### src/rtl/sram_pkg.sv
// Widths and FSM encoding shared by the SRAM request arbiter and the SRAM controller.
// Also defines the packed {addr, data} entry held by the write FIFO.
package sram_pkg;

    localparam int RAM_AW = 20;
    localparam int RAM_DW = 32;

    typedef enum logic [2:0] {
        ST_IDLE    = 3'd0,
        ST_ISSUE   = 3'd1,
        ST_WAIT_LO = 3'd2,
        ST_WAIT_HI = 3'd3,
        ST_DONE    = 3'd4
    } arb_state_e;

    typedef struct packed {
        logic [RAM_AW-1:0] addr;
        logic [RAM_DW-1:0] data;
    } wr_entry_t;

endpackage

### src/rtl/sram_wr_fifo.sv
// Synchronous 2^AW-deep FIFO with wrapping pointers; head is visible combinationally, pop takes effect on the edge.
// Latency: a push is visible on the next edge. Backpressure: full_o; a push while full is taken only alongside a pop.
module sram_wr_fifo #(
    parameter int AW = 3,
    parameter int DW = 52
) (
    input  logic          clk,
    input  logic          rst,
    input  logic          push_i,
    input  logic [DW-1:0] push_dat_i,
    input  logic          pop_i,
    output logic [DW-1:0] head_dat_o,
    output logic          full_o,
    output logic          empty_o,
    output logic [AW:0]   count_o
);

    localparam int DEPTH = 1 << AW;

    logic [DW-1:0] mem_q [DEPTH];
    logic [AW-1:0] wptr_q;
    logic [AW-1:0] rptr_q;
    logic [AW:0]   count_q;
    logic          do_push;
    logic          do_pop;

    assign full_o     = (count_q == (AW+1)'(DEPTH));
    assign empty_o    = (count_q == '0);
    assign count_o    = count_q;
    assign head_dat_o = mem_q[rptr_q];
    assign do_pop     = pop_i & ~empty_o;
    assign do_push    = push_i & (~full_o | do_pop);

    always_ff @(posedge clk or negedge rst) begin
        if (!rst) begin
            wptr_q  <= '0;
            rptr_q  <= '0;
            count_q <= '0;
        end else begin
            if (do_push) wptr_q <= wptr_q + 1'b1;
            if (do_pop)  rptr_q <= rptr_q + 1'b1;
            count_q <= count_q + (AW+1)'(do_push) - (AW+1)'(do_pop);
        end
    end

    // Storage needs no reset: entries are only read once count covers them.
    always_ff @(posedge clk) begin
        if (do_push) mem_q[wptr_q] <= push_dat_i;
    end

endmodule

### src/rtl/sram_req_arb.sv
// Write FIFO plus one read slot arbitrated onto level-held ram_read/ram_write; 2 cycles overhead plus controller time per command.
// Backpressure via wr_ready (FIFO full) and rd_ready (read busy); SRAM_ARB_TIMEOUT_EN adds a wait-phase watchdog and sticky err.
module sram_req_arb
    import sram_pkg::*;
#(
    parameter int FIFO_AW = 3,
    parameter int TIMEOUT = 64
) (
    input  logic              clk,
    input  logic              rst,
    input  logic              wr_valid,
    output logic              wr_ready,
    input  logic [RAM_AW-1:0] wr_addr,
    input  logic [RAM_DW-1:0] wr_data,
    input  logic              rd_req,
    output logic              rd_ready,
    input  logic [RAM_AW-1:0] rd_addr,
    output logic              rd_valid,
    output logic [RAM_DW-1:0] rd_data,
    output logic              ram_read,
    output logic              ram_write,
    output logic [RAM_AW-1:0] ram_addr,
    output logic [RAM_DW-1:0] ram_wdata,
    input  logic              ram_done,
    input  logic [RAM_DW-1:0] ram_rdata,
    output logic [FIFO_AW:0]  fifo_count,
    output logic              err
);

    arb_state_e        state_q;
    arb_state_e        state_d;
    wr_entry_t         push_ent;
    wr_entry_t         head_ent;
    logic              fifo_full;
    logic              fifo_empty;
    logic              fifo_pop;
    logic              strobe;
    logic              sel_rd;
    logic              start;
    logic              cmd_ok;
    logic              abort;
    logic              is_rd_q;
    logic              rd_pend_q;
    logic [RAM_AW-1:0] rd_addr_q;
    logic [RAM_AW-1:0] ram_addr_q;
    logic [RAM_DW-1:0] ram_wdata_q;
    logic              rd_valid_q;
    logic [RAM_DW-1:0] rd_data_q;

    assign push_ent.addr = wr_addr;
    assign push_ent.data = wr_data;

    sram_wr_fifo #(
        .AW (FIFO_AW),
        .DW ($bits(wr_entry_t))
    ) u_wr_fifo (
        .clk        (clk),
        .rst        (rst),
        .push_i     (wr_valid & wr_ready),
        .push_dat_i (push_ent),
        .pop_i      (fifo_pop),
        .head_dat_o (head_ent),
        .full_o     (fifo_full),
        .empty_o    (fifo_empty),
        .count_o    (fifo_count)
    );

    // A full FIFO takes priority over a pending read so the recorder never stalls.
    assign sel_rd = rd_pend_q & ~fifo_full;
    assign start  = (state_q == ST_IDLE) & (sel_rd | ~fifo_empty);
    assign cmd_ok = (state_q == ST_WAIT_HI) & ram_done;

`ifdef SRAM_ARB_TIMEOUT_EN
    localparam int TW = $clog2(TIMEOUT + 1);

    logic          in_wait;
    logic [TW-1:0] wait_cnt_q;
    logic          err_q;

    assign in_wait = (state_q == ST_WAIT_LO) || (state_q == ST_WAIT_HI);
    assign abort   = in_wait & (wait_cnt_q == TW'(TIMEOUT - 1)) & ~cmd_ok;
    assign err     = err_q;

    always_ff @(posedge clk or negedge rst) begin
        if (!rst) begin
            wait_cnt_q <= '0;
            err_q      <= 1'b0;
        end else begin
            wait_cnt_q <= in_wait ? wait_cnt_q + 1'b1 : '0;
            err_q      <= err_q | abort;
        end
    end
`else
    assign abort = 1'b0;
    assign err   = 1'b0;
`endif

    always_ff @(posedge clk or negedge rst) begin
        if (!rst) state_q <= ST_IDLE;
        else      state_q <= state_d;
    end

    // WAIT_LO absorbs whatever ram_done looked like before the controller picked up the strobe.
    always_comb begin
        state_d = state_q;
        case (state_q)
            ST_IDLE:    if (start) state_d = ST_ISSUE;
            ST_ISSUE:   state_d = ST_WAIT_LO;
            ST_WAIT_LO: begin
                if (abort)          state_d = ST_DONE;
                else if (!ram_done) state_d = ST_WAIT_HI;
            end
            ST_WAIT_HI: if (ram_done || abort) state_d = ST_DONE;
            ST_DONE:    state_d = ST_IDLE;
            default:    state_d = ST_IDLE;
        endcase
    end

    always_comb begin
        strobe   = 1'b0;
        fifo_pop = 1'b0;
        case (state_q)
            ST_ISSUE, ST_WAIT_LO, ST_WAIT_HI: strobe = 1'b1;
            ST_DONE:  fifo_pop = ~is_rd_q;
            default:  ;
        endcase
    end

    always_ff @(posedge clk or negedge rst) begin
        if (!rst) begin
            is_rd_q     <= 1'b0;
            rd_pend_q   <= 1'b0;
            rd_addr_q   <= '0;
            ram_addr_q  <= '0;
            ram_wdata_q <= '0;
            rd_valid_q  <= 1'b0;
            rd_data_q   <= '0;
        end else begin
            if (start) begin
                is_rd_q    <= sel_rd;
                ram_addr_q <= sel_rd ? rd_addr_q : head_ent.addr;
                if (!sel_rd) ram_wdata_q <= head_ent.data;
            end
            if (is_rd_q && cmd_ok)     rd_data_q <= ram_rdata;
            else if (is_rd_q && abort) rd_data_q <= '0;
            rd_valid_q <= (state_q == ST_DONE) && is_rd_q;
            if ((state_q == ST_DONE) && is_rd_q) begin
                rd_pend_q <= 1'b0;
            end else if (rd_req && !rd_pend_q) begin
                rd_pend_q <= 1'b1;
                rd_addr_q <= rd_addr;
            end
        end
    end

    assign wr_ready  = ~fifo_full;
    assign rd_ready  = ~rd_pend_q;
    assign ram_read  = strobe & is_rd_q;
    assign ram_write = strobe & ~is_rd_q;
    assign ram_addr  = ram_addr_q;
    assign ram_wdata = ram_wdata_q;
    assign rd_valid  = rd_valid_q;
    assign rd_data   = rd_data_q;

endmodule

### config.mk
export PLATFORM = sky130hd
export DESIGN_NAME = sram_req_arb
export DESIGN_NICKNAME = d
export VERILOG_FILES = /design/src/rtl/sram_pkg.sv /design/src/rtl/sram_wr_fifo.sv /design/src/rtl/sram_req_arb.sv
export SDC_FILE = /design/constraint.sdc
export NUM_CORES = 1
export LEC_CHECK = 0
export BUFFER_PORTS_ARGS = -buffer_cell sky130_fd_sc_hd__buf_4
export CORE_MARGIN = 10
export CORE_UTILIZATION = 55
export DETAILED_ROUTE_END_ITERATION = 7
export GPL_TIMING_DRIVEN = 0
export PLACE_DENSITY = 0.75
export SYNTH_ARGS = -nofsm -noshare
export SYNTH_HDL_FRONTEND = slang
export SYNTH_SLANG_ARGS = --single-unit
### constraint.sdc
create_clock -name clk -period 6 [get_ports clk]
set_input_delay 0.3 -clock clk [delete_from_list [all_inputs] [get_ports clk]]
set_output_delay 0.3 -clock clk [all_outputs]
set_load 0.02 [all_outputs]
==> results.py <==
metrics = {
    "run_status": {
        "status": "finished, final reports clean",
    },
    "critical_path": {
        "cp_common_cell": "buf_6",
        "path_cells": "inv_1 > ha_1 > nor3b_2 > inv_2 > nand3b_1 > nor3_2 > buf_8 > buf_6 > buf_6",
        "slowest_stage": "nor3_2",
        "worstSetupPathType": "flop to flop",
        "cp_num_buf_inv": 5,
        "path_depth": 9,
        "cp.arrival_ns": 3.37,
        "reg2reg_to": "u_wr_fifo.mem_q[0][26]",
        "reg2reg_from": "u_wr_fifo.count_o[2]",
        "r2r_cells": 9,
        "required_ns": 6.30,
        "reg2reg_slack_ns": 2.93,
        "cp_top_family": "simple AND/OR/NAND/NOR gates",
        "crit_fanout": 10,
        "cpPeakStageDelay_ns": 0.87,
        "worst_setup_path_start_kind": "flop",
        "cp-end-kind": "flop",
    },
    "die": {
        "core_mm2": 0.0367,
        "chipWidth_um": 213,
        "die_h_um": 213,
        "io_pins": 203,
        "initial_core_util_pct": 55.9,
        "rows": 70,
        "design.die.area_mm2": 0.0454,
    },
    "drt": {
        "firstDrtPassIters": 5,
        "drc": 0,
        "totalWireLength_um": 46700,
        "wl_per_cell_um": 25.0,
        "drt-initial-drc-count": 785,
        "vias": 10672,
        "drtAntennaViolNets": 0,
        "via_per_inst": 5.73,
    },
    "placement": {
        "gp_congestion": 0.810,
        "dp.cells": 1653,
        "hpwl_um": 28700,
        "port_buffers": 201,
        "dp_slack_ns": 2.92,
    },
    "logic_synthesis": {
        "synthAdderAreaFrac_pct": 0.585,
        "yosysTopAreaCell": "edfxtp_1",
        "yosys_warnings": 0,
        "synth_top_area_share_pct": 60.9,
        "yosys_most_used_dff": "edfxtp_1",
        "synth_cell_types": 42,
        "synth_top_cells_by_area": "edfxtp_1, dfrtp_1, mux4_2",
        "synth_xor_area_share_pct": 0.256,
        "synth-seq-area-share_pct": 75.5,
        "synthCells": 959,
        "synth_top_family_by_area": "multiplexers",
        "yosys-mux-area-fraction_pct": 18.9,
        "mappedNetlistNets": 1077,
        "synth_enable_flop_cells": 416,
        "async_flop_share_pct": 22.4,
        "synth_compound_area_share_pct": 1.20,
        "syn_area_mm2": 0.0205,
        "synth-simple-area-share_pct": 1.67,
        "syn-mean-instance-area_um2": 21.4,
        "ys_ff_latch": 536,
    },
    "sta": {
        "fin_ws_ns": 2.93,
        "maxSlewHeadroom_pct": 31.8,
        "max_freq_ghz": 0.326,
        "timing.final.crit_share_pct": 51.1,
        "hold_viol_final": 0,
        "finalCriticalPeriod_ns": 3.07,
        "fin_worst_skew_ns": 0.0176,
        "final-max-slew-violation-count": 0,
        "setup_tns_ns": 0,
        "rsz0062_at_grt": "false",
        "setup_viol": 0,
        "worst_slew_pin_slew_ns": 1.02,
    },
    "cells_and_area": {
        "final_util_pct": 70.7,
        "nNetsFinal": 1465,
        "area_delta_synth_final_pct": 26.5,
        "drive_above_1_share_pct": 40.5,
        "final_cells": 1863,
    },
    "pwr": {
        "power.density_mw_per_mm2": 473,
        "ir_drop_uv": 383,
        "p_leak_nw": 9.40,
    },
    "grt": {
        "grt_first_pass_wirelength_um": 71300,
        "grt_max_degree": 91,
        "grt_usage_pct": 20.9,
        "overflow": 0,
        "antenna_found_initial": 5,
        "first_global_vias": 11603,
    },
    "cts": {
        "cts-root-buf": "clkbuf_16",
        "htree_num_levels": 2,
        "path_clk_slew_ns": 0.06,
        "clk_latency_ns": 0.59,
        "cts.sinks": 536,
        "clk_path_buf_depth": 3,
        "cts_tree": "yes",
        "numCtsBuffers": 53,
    },
    "hold_path": {
        "hp-class": "input pin to flop",
        "holdCritStartpoint": "wr_valid",
        "hold_end": "u_wr_fifo.wptr_q[2]",
        "min_path_cells": 3,
    },
    "flow_run": {
        "max-cap-violations": 0,
    },
}
logic make-up after synthesis:
logic type                 count (synthesis)
AOI/OAI and AO/OA                         28
xor gates and xnor gates                   6
adders and majority gates                  9
buffers and inverters                     80
DFF                                      536
muxes                                    242
other                                      1
and+or+nand+nor                           57
worst max-delay path by stage:
stage,start,slack (ns),to
floorplan,u_wr_fifo.count_o[2],0.72,u_wr_fifo.mem_q[1][0]
global placement,u_wr_fifo.count_o[2],-2.89,u_wr_fifo.mem_q[0][21]
detailed placement,u_wr_fifo.count_o[2],2.92,u_wr_fifo.mem_q[0][23]
CTS,u_wr_fifo.count_o[2],2.92,u_wr_fifo.mem_q[0][26]
global route,u_wr_fifo.count_o[2],2.74,u_wr_fifo.mem_q[0][23]
finish,u_wr_fifo.count_o[2],2.93,u_wr_fifo.mem_q[0][26]
power breakdown:
part	internal, W	switching (W)	total (W)
combinational	0.00177	0.00192	0.00369
clock	0.00205	0.00135	0.00340
sequential	0.00483	0.000344	0.00518
total	0.00866	0.00361	0.0123
flip-flops by register name, indices dropped and copies added (netlist names), 3 cells and up:
name               flops
ram_addr              20
ram_wdata             32
rd_addr_q             20
rd_data               32
state_q                3
u_wr_fifo.count_o      4
u_wr_fifo.mem_q      416
u_wr_fifo.rptr_q       3
u_wr_fifo.wptr_q       3
area by class of cell:
cell class	instances	area [µm²]
repair buffers	333	2990
flip-flops and latches	536	15500
clock buffers	76	1520
well taps	468	586
diodes	5	12.5
inverters	30	113
clock inverters	22	282
plain buffers	50	270
multi-input cells	343	4700
fillers	2185	10700
stage by stage:
| stage | hold slack (ns) | area [µm²] | total power, W |
|---|---|---|---|
| finish | 0.0545 | 26000 | 0.0123 |
| global route | 0.0804 | 26000 | 0.0128 |
| global placement | 0.488 | 22600 | 0.00872 |
| detailed placement | 0.225 | 23100 | 0.00889 |
| CTS | 0.0310 | 25900 | 0.0124 |
| floorplan | 0.00441 | 20500 | 0.00747 |
cell usage after synthesis (2+ instances only):
master      n
a21oi_1     3
edfxtp_1  416
mux2i_1    20
xor2_1      4
dfrtp_1   120
nor2_1      9
nand2b_1    4
mux2_2    116
nand4_1    20
inv_1      29
clkbuf_1   23
mux4_2    104
buf_1       2
buf_4       8
ha_1        8
xnor2_1     2
nand2_1     3
o221ai_1   21
nor3_1      7
nor3b_1     2
buf_2      14
or3b_2      2
mux2_4      2
nand3_1     2
routing by layer:
layer	part of all wire [%]	global-route usage [%]	vias up
met1	42	28.1	5547
met4	1.6	5.28	2
met3	6.8	4.25	55
li1	-	-	4676
met5	0.026	0	-
met2	49	34.5	392
worst register-to-register path, stage by stage, from the launching register on:
cell and delay [ns]:
dfrtp_1 0.34, inv_1 0.08, ha_1 0.22, nor3b_2 0.18
inv_2 0.18, nand3b_1 0.33, nor3_2 0.87, buf_8 0.24
buf_6 0.18, buf_6 0.16
layout by cell type, fill, tap and decap left out, types with 4 or more instances in the layout:
cell type and n:
edfxtp_1 416, buf_4 209, dfrtp_1 120, mux2_2 116, dlygate4sd3_1 107, mux4_2 104, clkbuf_16 56, clkbuf_1 39
inv_1 29, o221ai_1 21, mux2i_1 20, nand4_1 20, buf_2 14, buf_12 13, buf_6 12, ha_1 8
clkinv_2 8, bufinv_16 7, nor2_4 6, clkinv_1 6, diode_2 5, nor3_1 5, xor2_1 4, nand2b_1 4
clkbuf_8 4
repair_timing:
action	in CTS	in global routing
setup buffers	0	0
endpoints found under the setup margin	0	0
hold buffers	107	0
endpoints found under the hold margin	500	0
resized for setup	0	0
Power figures use the tool's default switching activity.
